File: config.mk
export PLATFORM = sky130hd
export DESIGN_NAME = key_entry
export DESIGN_NICKNAME = d
export VERILOG_FILES = /design/src/rtl/key_entry.sv
export SDC_FILE = /design/constraint.sdc
export NUM_CORES = 1
export LEC_CHECK = 0
export ABC_AREA = 1
export CORE_MARGIN = 1.5
export CORE_UTILIZATION = 60
export DETAILED_ROUTE_END_ITERATION = 16
export PLACE_DENSITY_LB_ADDON = 0.3
export SYNTH_ARGS = -nofsm -noshare
export SYNTH_HDL_FRONTEND = slang
export SYNTH_SLANG_ARGS = --single-unit
File: constraint.sdc
create_clock -name clk -period 3.3 [get_ports clk]
set_input_delay 0.825 -clock clk [delete_from_list [all_inputs] [get_ports clk]]
set_output_delay 0.825 -clock clk [all_outputs]
set_load 0.005 [all_outputs]
File: src/rtl/key_entry.sv
// Keypad front-end: synchronises and debounces the raw keypad, collects digits
// into a CODE_LEN-nibble word and submits it to the code-lock comparator on ENTER.
module key_entry #(
    parameter int unsigned DEBOUNCE_CYCLES = 16,
    parameter int unsigned CODE_LEN        = 4,
    parameter int unsigned TIMEOUT_CYCLES  = 1000000,
    parameter logic [3:0]  ENTER_KEY       = 4'hE,
    parameter logic [3:0]  CLEAR_KEY       = 4'hF
) (
    input  logic                              clk,
    input  logic                              rst,
    input  logic                              key_down,
    input  logic [3:0]                        key_code,
    input  logic                              lockout,
    output logic [3:0]                        digit,
    output logic                              digit_valid,
    output logic [4*CODE_LEN-1:0]             code,
    output logic                              code_valid,
    output logic [$clog2(CODE_LEN+1)-1:0]     entry_count,
    output logic                              entry_error,
    output logic                              timeout
);

    localparam int DB_W  = $clog2(DEBOUNCE_CYCLES);
    localparam int CNT_W = $clog2(CODE_LEN + 1);
    localparam int TMR_W = $clog2(TIMEOUT_CYCLES);
    localparam int BUF_W = 4 * CODE_LEN;

    localparam logic [DB_W-1:0]  DB_LAST  = DB_W'(DEBOUNCE_CYCLES - 1);
    localparam logic [CNT_W-1:0] CNT_FULL = CNT_W'(CODE_LEN);
    localparam logic [TMR_W-1:0] TMR_LAST = TMR_W'(TIMEOUT_CYCLES - 1);

    typedef enum logic [1:0] {
        IDLE,
        DB_PRESS,
        PRESSED,
        DB_RELEASE
    } state_e;

    // Two-flop synchronisers; nothing downstream looks at the raw inputs.
    logic       kd_meta, kd_sync;
    logic [3:0] kc_meta, kc_sync;
    logic       lk_meta, lk_sync;

    always_ff @(posedge clk or negedge rst) begin
        if (!rst) begin
            kd_meta <= 1'b0;
            kd_sync <= 1'b0;
            kc_meta <= 4'h0;
            kc_sync <= 4'h0;
            lk_meta <= 1'b0;
            lk_sync <= 1'b0;
        end else begin
            // NOTE: non-blocking assignments so every flop samples the pre-edge value.
            kd_meta <= key_down;
            kd_sync <= kd_meta;
            kc_meta <= key_code;
            kc_sync <= kc_meta;
            lk_meta <= lockout;
            lk_sync <= lk_meta;
        end
    end

    state_e          state, state_n;
    logic [DB_W-1:0] db_cnt, db_cnt_n;
    logic [3:0]      cap_code, cap_code_n;
    logic            accept_q, accept_n;

    always_ff @(posedge clk or negedge rst) begin
        if (!rst) begin
            state    <= IDLE;
            db_cnt   <= '0;
            cap_code <= 4'h0;
            accept_q <= 1'b0;
        end else begin
            state    <= state_n;
            db_cnt   <= db_cnt_n;
            cap_code <= cap_code_n;
            accept_q <= accept_n;
        end
    end

    always_comb begin
        // NOTE: every output of this block gets a default first so no latch is inferred.
        state_n    = state;
        db_cnt_n   = db_cnt;
        cap_code_n = cap_code;
        accept_n   = 1'b0;
        unique case (state)
            IDLE: begin
                if (kd_sync) begin
                    state_n    = DB_PRESS;
                    cap_code_n = kc_sync;
                    db_cnt_n   = '0;
                end
            end
            DB_PRESS: begin
                if (!kd_sync || (kc_sync != cap_code)) begin
                    state_n = IDLE;
                end else if (db_cnt == DB_LAST) begin
                    state_n  = PRESSED;
                    accept_n = 1'b1;
                end else begin
                    db_cnt_n = db_cnt + 1'b1;
                end
            end
            PRESSED: begin
                if (!kd_sync) begin
                    state_n  = DB_RELEASE;
                    db_cnt_n = '0;
                end
            end
            DB_RELEASE: begin
                // A bounce back high resumes the same press instead of starting a new one.
                if (kd_sync) begin
                    state_n = PRESSED;
                end else if (db_cnt == DB_LAST) begin
                    state_n = IDLE;
                end else begin
                    db_cnt_n = db_cnt + 1'b1;
                end
            end
            default: state_n = IDLE;
        endcase
    end

    // Entry datapath: acts on the registered accept strobe, one cycle after debounce completes.
    logic [BUF_W-1:0] buffer;
    logic [TMR_W-1:0] timer;

    always_ff @(posedge clk or negedge rst) begin
        if (!rst) begin
            buffer      <= '0;
            timer       <= '0;
            digit       <= 4'h0;
            digit_valid <= 1'b0;
            code        <= '0;
            code_valid  <= 1'b0;
            entry_count <= '0;
            entry_error <= 1'b0;
            timeout     <= 1'b0;
        end else begin
            digit_valid <= 1'b0;
            code_valid  <= 1'b0;
            entry_error <= 1'b0;
            timeout     <= 1'b0;
            if (lk_sync) begin
                buffer      <= '0;
                entry_count <= '0;
                timer       <= '0;
            end else if (accept_q) begin
                timer <= '0;
                if (cap_code == ENTER_KEY) begin
                    if (entry_count == CNT_FULL) begin
                        code       <= buffer;
                        code_valid <= 1'b1;
                    end else begin
                        entry_error <= 1'b1;
                    end
                    buffer      <= '0;
                    entry_count <= '0;
                end else if (cap_code == CLEAR_KEY) begin
                    buffer      <= '0;
                    entry_count <= '0;
                end else if (entry_count == CNT_FULL) begin
                    entry_error <= 1'b1;
                end else begin
                    buffer      <= (buffer << 4) | BUF_W'(cap_code);
                    entry_count <= entry_count + 1'b1;
                    digit       <= cap_code;
                    digit_valid <= 1'b1;
                end
            end else if (entry_count == '0) begin
                timer <= '0;
            end else if (state == IDLE) begin
                if (timer == TMR_LAST) begin
                    buffer      <= '0;
                    entry_count <= '0;
                    timer       <= '0;
                    timeout     <= 1'b1;
                end else begin
                    timer <= timer + 1'b1;
                end
            end
        end
    end

endmodule

---- After elaboration in Yosys (flattened, before gate mapping) ----
Index checks and enable logic that the tools add are counted.
storage, ports and cells
  latch bits .............................. 0
  memory bits (read-only) ................. 0
  output and inout bits ................... 27
  bits in registers ....................... 86
  memory bits (writable) .................. 0
  input bits .............................. 8
  logic and storage cells ................. 112
  memories ................................ 0
cells by class
  equal/unequal tests ..................... 17
  reductions and logical operators ........ 13
  divide/modulo/power cells ............... 0
  order comparisons ....................... 0
  muxes and demuxes ....................... 55
  shift-type cells ........................ 0
  bitwise operators ....................... 5
  $mul .................................... 0
  add/sub/neg operators ................... 3
operators with widths
  operator                                                          count
  16-bit 2-to-1 mux                                                 8
  20-bit 2-to-1 mux                                                 5
  3-bit 2-to-1 mux                                                  8
  1-bit 2-to-1 mux                                                  21
  20-bit by 1-bit adder with 20-bit output (second input constant)  1
  20-bit equality test (second input constant)                      1
  4-bit 2-to-1 mux                                                  5
  16-bit by 4-bit bitwise OR with 16-bit output                     1
  4-bit case mux with 4 select lines                                1
  4-bit AND reduction                                               4
  4-bit equality test (second input constant)                       3
  2-bit 2-to-1 mux                                                  6
  3-bit != test (second input constant)                             3
  2-bit != test (second input constant)                             4
  2-bit case mux with 4 select lines                                1
  3-bit nonzero test                                                2
  5-bit by 4-bit != test with 1-bit output (second input constant)  1
  5-bit AND reduction                                               1
  4-bit by 1-bit adder with 4-bit output (second input constant)    1
  2-bit equality test (second input constant)                       2
  4-bit != test                                                     1
  1-bit inverter                                                    4
  4-bit nonzero test                                                1
  3-bit by 1-bit adder with 3-bit output (second input constant)    1
  7 further kinds                                                   7

---- Depth between registers and ports, before layout ----
Gate-level depths: netlist of run 1.
  depth in word-level cells ............... 6
  gate-level depth with buffers ........... 11

---- Least setup slack after synthesis of run 1 ----
OpenSTA, ideal clock, no wires.
  path kind ............................... reg-to-reg
  start ................................... reg entry_count[0]
  end ..................................... reg timer[6]
  path buffers ............................ 1
  path slack .............................. 1.713 ns
  arrival time ............................ 1.467 ns
  stages on the path, launching flop included .. 11
  setup time .............................. 0.120 ns
  clock period less this slack ............ 1.587 ns
  cells stage by stage .................... dfrtp_1 -> inv_1 -> ha_1 -> nand2_1 -> nand2_1 -> nor2_1 -> inv_1 -> buf_4 -> nand2_1 -> xor2_1 -> nor2_1
on the way
  cells in the longest elaborated chain, start to end .. 4
  elaborated cells on any way between the ends .. 5
  those cells by class .................... mux: 3; reduce/logical: 2
RTL lines
  item                      line  text
  start: declaration        19    output logic [$clog2(CODE_LEN+1)-1:0] entry_count,
  start signal: assignment  169   entry_count <= entry_count + 1'b1;
  3-bit logical NOT *       173   end else if (entry_count == '0) begin
  20-bit 2-to-1 mux         173
  20-bit 2-to-1 mux         151   end else if (accept_q) begin
  20-bit 2-to-1 mux         147   if (lk_sync) begin
  end signal: assignment    182   timer <= timer + 1'b1;
  end: declaration          129   logic [TMR_W-1:0] timer;
Mark *: on every way between the ends. The rest lies on a longest branch, timed or not.
A chain may end at the register's enable or synchronous reset.

---- Worst setup path after layout of run 1 ----
  start ................................... reg entry_count[2]
  end ..................................... out entry_count[2]
No word-level cell between the ends.

==> results.json, run 1 <==
{
  "status": "complete, no violations",
  "r2r_slack_ns": 1.26,
  "setup_tns_ns": 0,
  "fp.coreArea_sq_um": 6390,
  "ctsHoldBuffers": 0,
  "setup.worst_path.end_class": "primary output",
  "cts.reportedPaths.clkPinSlew_ns": 0.08,
  "finalSetupViolations": 0,
  "die_area_sq_um": 7140,
  "cp_max_fo": 5,
  "crit_arrival_ns": 1.35,
  "synth-seq-cells": 86,
  "hold_violations": 0,
  "ir_drop_v": 0.000351,
  "crit_type": "reg2out",
  "synth.yosys.seq_area_share_pct": 54.0,
  "tightest_slew_ns": 1.05,
  "syn-instance-count": 488,
  "first_iter_violations": 192,
  "maxCapViolations": 0,
  "hold_path.class": "reg2reg",
  "crit_family": "buffers and inverters",
  "min_to": "kd_sync$_DFF_PN0_",
  "io_buffer_count": 34,
  "p_leak_nw": 2.25,
  "slowest_stage": "clkdlybuf4s50_1",
  "fin_crit_sh_pct": 65.9,
  "synth.area.top_cells": "dfrtp_1 (54%), nand2_1 (17%), inv_1 (4.7%), nor2_1 (4.4%), o21ai_0 (3.4%)",
  "max_slew_margin_pct": 30.2,
  "place.detailed.hpwl_um": 5820,
  "avgSynthCellArea_sq_um": 8.17,
  "worstReg2RegStart": "entry_count[0]$_DFFE_PN0P_",
  "areaGrowthSynthToFinish_pct": 15.1,
  "wirelength_um": 8080,
  "cts_setup_buffers": 0,
  "slew_violations": 0,
  "worstRegToRegCells": 10,
  "wl_per_cell_um": 13.3,
  "grt_pass1_vias": 3169,
  "track_usage_pct": 25.1,
  "final_antenna_net_count": 0,
  "ys_types": 33,
  "viasPerCell": 5.36,
  "clockBufferDepth": 2,
  "drtPass1Iterations": 4,
  "final_util_pct": 71.8,
  "clkSinkCount": 86,
  "yosys.area.top_type_share_pct": 54.0,
  "yosys_warnings": 0,
  "ctsHtreeMaxLevel": 3,
  "layout_commonest_cell": "nand2_1",
  "cp.required_ns": 2.47,
  "rows": 29,
  "dr_total_vias": 3265,
  "final_cell_mix": "nand2_1 (178), dfrtp_1 (86), inv_1 (50)",
  "fin_crit_ns": 2.18,
  "critPathLaunchType": "register",
  "nNetsFinal": 539,
  "dp_slack_ns": 1.25,
  "drive_gt1_share_pct": 6.58,
  "power.density_nw_per_um2": 475,
  "drc": 0,
  "io_pins": 35,
  "start_util_pct": 62.4,
  "syn_area_sq_um": 3990,
  "yosysTopAreaCell": "dfrtp_1",
  "reg2reg_to": "timer[3]$_DFFE_PN0P_",
  "grt_pass1_wl_um": 14200,
  "die_x_um": 84.5,
  "rsz0062_at_grt": "no",
  "gp_congestion": 0.959,
  "nFillCells": 497,
  "setup_slack_ns": 1.12,
  "hold_depth": 0,
  "synthesis.nets": 500,
  "worstHoldStart": "kd_meta$_DFF_PN0_",
  "numCtsBuffers": 9,
  "cts_tree": "done",
  "finClkSkew_ns": 0.00860,
  "ctsResizeCount": 0,
  "root_buffer": "clkbuf_8",
  "fmax_ghz": 0.460,
  "max_stage_delay_ns": 0.54,
  "grt_max_degree": 87,
  "num_antenna_cells": 0,
  "critPathBufInv": 1,
  "overflow": 0,
  "crit_path_cell_trace": "clkdlybuf4s50_1",
  "clkLatencyLatePin_ns": 0.36,
  "die_h_um": 84.5,
  "antenna_found_initial": 0
}
==> metrics by stage <==
| step | area, sq um | instances | hold slack, ns | power (mW) |
|---|---|---|---|---|
| global route | 4590 | 609 | 0.361 | 2.29 |
| detailed placement | 4380 | 593 | 0.336 | 1.44 |
| finish | 4590 | 609 | 0.355 | 2.18 |
| floorplan | 3990 | 488 | 0.331 | 1.35 |
| global placement | 4380 | 593 | 0.331 | 1.43 |
| CTS | 4590 | 609 | 0.357 | 2.19 |
==> synthesized netlist by cell type (all sizes together) <==
master  instances
nand2         182
dfrtp          86
inv            52
nor2           50
o21ai          29
nand3          22
nand4          18
nor3           11
a21oi           9
buf             6
xor2            6
or2             5
ha              4
o31ai           2
a31oi           1
and3            1
clkbuf          1
nand3b          1
nor4            1
xnor2           1
==> sequential cells by signal (all words and copies together), names as in the netlist, 2 cells and up <==
signal and count:
state 2, digit 4, timer 20, buffer 16, kc_sync 4, code 16, kc_meta 4, entry_count 3
cap_code 4, db_cnt 4
==> worst max path at each step <==
stage          slack, ns                    to  cells after the start                        from
6_report            1.12        entry_count[2]                      1  entry_count[2]$_DFFE_PN0P_
5_1_grt             1.01   code[8]$_DFFE_PN0P_                      7  entry_count[0]$_DFFE_PN0P_
4_1_cts             1.12        entry_count[2]                      1  entry_count[2]$_DFFE_PN0P_
3_5_place_dp        1.25   code[8]$_DFFE_PN0P_                      6  entry_count[0]$_DFFE_PN0P_
3_3_place_gp        1.29  timer[3]$_DFFE_PN0P_                     10  entry_count[0]$_DFFE_PN0P_
2_1_floorplan       1.71  timer[6]$_DFFE_PN0P_                     10  entry_count[0]$_DFFE_PN0P_
==> kinds of logic after synthesis <==
family,share of synthesized area [%]
AND/OR/NAND/NOR,31.5
flip-flops,54.0
buffers and inverters,6.12
AO/OA/AOI/OAI,5.59
XOR/XNOR,1.54
adder cells (fa/ha/maj),1.26
==> report_power, final <==
group / internal, mW / leakage [nW] / switching (mW)
combinational: 0.0778 / 0.987 / 0.175
sequential: 1.10 / 1.17 / 0.0682
clock: 0.374 / 0.0951 / 0.384
==> final cells by class <==
type	count	area (sq um)	share of cell area, %
Sequential cell	86	2150	46.9
Multi-Input combinational cell	343	1590	34.7
Timing Repair Buffer	35	345	7.53
Inverter	52	195	4.26
Clock buffer	10	138	3.00
Tap cell	77	96.3	2.10
Clock inverter	6	70.1	1.53
==> layer usage <==
metal  GRT usage (%)  wire (um)  part of all wire (%)  up-vias
li1                -          -                     -     1629
met1            34.6       3680                    46     1528
met5               0          0                     0        -
met4            11.1        179                   2.2        0
met2            40.0       3840                    47       92
met3            3.64        387                   4.8       16
Power figures use the tool's default switching activity.
==> run 2, diff against run 1 <==
Settings changed: CORE_UTILIZATION 60 to 52.
Clock period 3.3 ns to 1.74 ns, I/O delays scaled along.
==> run 2 against run 1 <==
  * Cell area is 6.3% higher
  * Critical endpoint is now code[9]
  * Critical path depth stayed put
  * Register-to-register slack lost 1.2 ns
  * Clock skew about the same
  * Core utilization shrank 5.3 points
  * Via count up 3.6%
  * Global-route usage shrank 2.6 points
  * Routed wire length grew 7.1%
  * Worst setup slack worse by 1.0 ns
  * Critical path type unchanged
  * Sequential power increased by 88%
  * Non-clock buffer count increased by 19
==> results.json, run 2 (synthesis results as in run 1) <==
{
  "critPathBufInv": 1,
  "nNetsFinal": 559,
  "power_mw": 4.44,
  "crit_arrival_ns": 1.23,
  "rsz0062_at_grt": "yes",
  "setup_slack_ns": 0.0783,
  "dr_total_vias": 3384,
  "final_antenna_net_count": 0,
  "layout_commonest_cell": "nand2_1",
  "drc": 0,
  "crit_path_cell_trace": "clkdlybuf4s50_1",
  "first_iter_violations": 262,
  "wirelength_um": 8660,
  "crit_family": "buffers and inverters",
  "max_stage_delay_ns": 0.51,
  "io_buffer_count": 34,
  "finClkSkew_ns": 0.00856,
  "critPathLaunchType": "register",
  "dp.cells": 631,
  "status": "complete, no violations",
  "wl_per_cell_um": 13.3,
  "track_usage_pct": 22.5,
  "ctsHtreeMaxLevel": 3,
  "cts_tree": "done",
  "slowest_stage": "clkdlybuf4s50_1",
  "clkLatencyLatePin_ns": 0.36,
  "fp.coreArea_sq_um": 7330,
  "die_area_sq_um": 8200,
  "die_x_um": 90.5,
  "clkSinkCount": 86,
  "rows": 31,
  "dp_slack_ns": 0.0789,
  "place.detailed.hpwl_um": 6130,
  "ir_drop_v": 0.000670,
  "maxCapViolations": 0,
  "start_util_pct": 54.4,
  "nFillCells": 596,
  "slew_violations": 0,
  "cts.reportedPaths.clkPinSlew_ns": 0.08,
  "gp_congestion": 0.913,
  "hold_violations": 0,
  "regMostFlops": "timer",
  "clockBufferDepth": 2,
  "final_cell_mix": "nand2_1 (174), dfrtp_1 (85), inv_1 (48)",
  "numCtsBuffers": 9,
  "cp_max_fo": 2,
  "crit_type": "reg2out",
  "overflow": 0,
  "die_h_um": 90.5,
  "largest_register_ffs": 20,
  "grt_pass1_vias": 3153,
  "reg_top3": "timer (20), buffer (16), code (16)",
  "root_buffer": "clkbuf_8",
  "power.density_nw_per_um2": 912,
  "viasPerCell": 5.20,
  "antenna_found_initial": 0,
  "fmax_ghz": 0.602,
  "grt_max_degree": 33,
  "grt_pass1_wl_um": 14600,
  "max_slew_margin_pct": 72.0,
  "tightest_slew_ns": 0.418,
  "hold_path.class": "reg2reg",
  "setup.worst_path.end_class": "primary output",
  "drtPass1Iterations": 5,
  "cp.required_ns": 1.30,
  "r2r_slack_ns": 0.09,
  "fin_crit_ns": 1.66,
  "fin_crit_sh_pct": 95.5,
  "finalSetupViolations": 0,
  "areaGrowthSynthToFinish_pct": 22.3,
  "io_pins": 35,
  "drive_gt1_share_pct": 12.5,
  "p_leak_nw": 2.41,
  "num_antenna_cells": 0,
  "final_cells": 651,
  "final_util_pct": 66.5
}
[run 2: worst paths after layout]
path                                       startpoint              endpoint  cells past startpoint
setup / recovery                  code[9]$_DFFE_PN0P_               code[9]                      1
hold reg to reg                  kc_meta[0]$_DFF_PN0_  kc_sync[0]$_DFF_PN0_                      0
hold / removal                   kc_meta[0]$_DFF_PN0_  kc_sync[0]$_DFF_PN0_                      0
max in group asynchronous                         rst  timer[3]$_DFFE_PN0P_                      3
min in group asynchronous                         rst   code[9]$_DFFE_PN0P_                      2
setup reg to reg           entry_count[0]$_DFFE_PN0P_  timer[3]$_DFFE_PN0P_                      9
[run 2: power breakdown]
| group | internal (mW) | switching (mW) |
|---|---|---|
| Sequential | 2.09 | 0.118 |
| Clock | 1.00 | 0.721 |
| Combinational | 0.163 | 0.354 |
| Total | 3.25 | 1.19 |
[run 2: timing repair]
action | CTS | global route
setup buffers | 0 | 2
endpoints found under the setup margin | 3 | 38
gates resized for setup | 4 | 17
pin swaps | 0 | 7
gates cloned | 0 | 1
endpoints found under the hold margin | 19 | 0
hold buffers | 1 | 0
[run 2: area by class of cell]
class,instances,area [sq um],share of cell area (%)
Clock buffer,10,138,2.82
Clock inverter,6,116,2.39
Inverter,52,195,4.00
Multi-Input combinational cell,344,1650,33.8
Sequential cell,86,2150,44.2
Tap cell,99,124,2.54
Timing Repair Buffer,54,502,10.3
[run 2: worst register-to-register path, stage by stage, from the launching register on]
cell and delay [ns]:
dfrtp_1 0.40, inv_2 0.07, ha_2 0.17, nand2_1 0.08, nand2_2 0.09, nor2_1 0.06, buf_4 0.17, or2_2 0.29
xor2_1 0.14, nor2_1 0.10
[run 2: layer usage]
layer	part of all wire (%)	wire [um]	vias to the layer above	GRT usage [%]
li1	-	-	1670	-
met1	45	3930	1585	30.7
met2	48	4120	118	35.4
met3	5.6	487	11	4.12
met4	1.4	123	0	9.52
met5	0	0	-	0
[run 2: stage by stage]
step | hold slack [ns] | instance area (sq um) | TNS [ns]
final | 0.352 | 4870 | 0
after CTS | 0.354 | 4800 | 0
after floorplan | 0.139 | 3990 | 0
after detailed placement | 0.335 | 4540 | 0
after global routing | 0.369 | 4870 | -0.157
after global placement | 0.333 | 4540 | 0
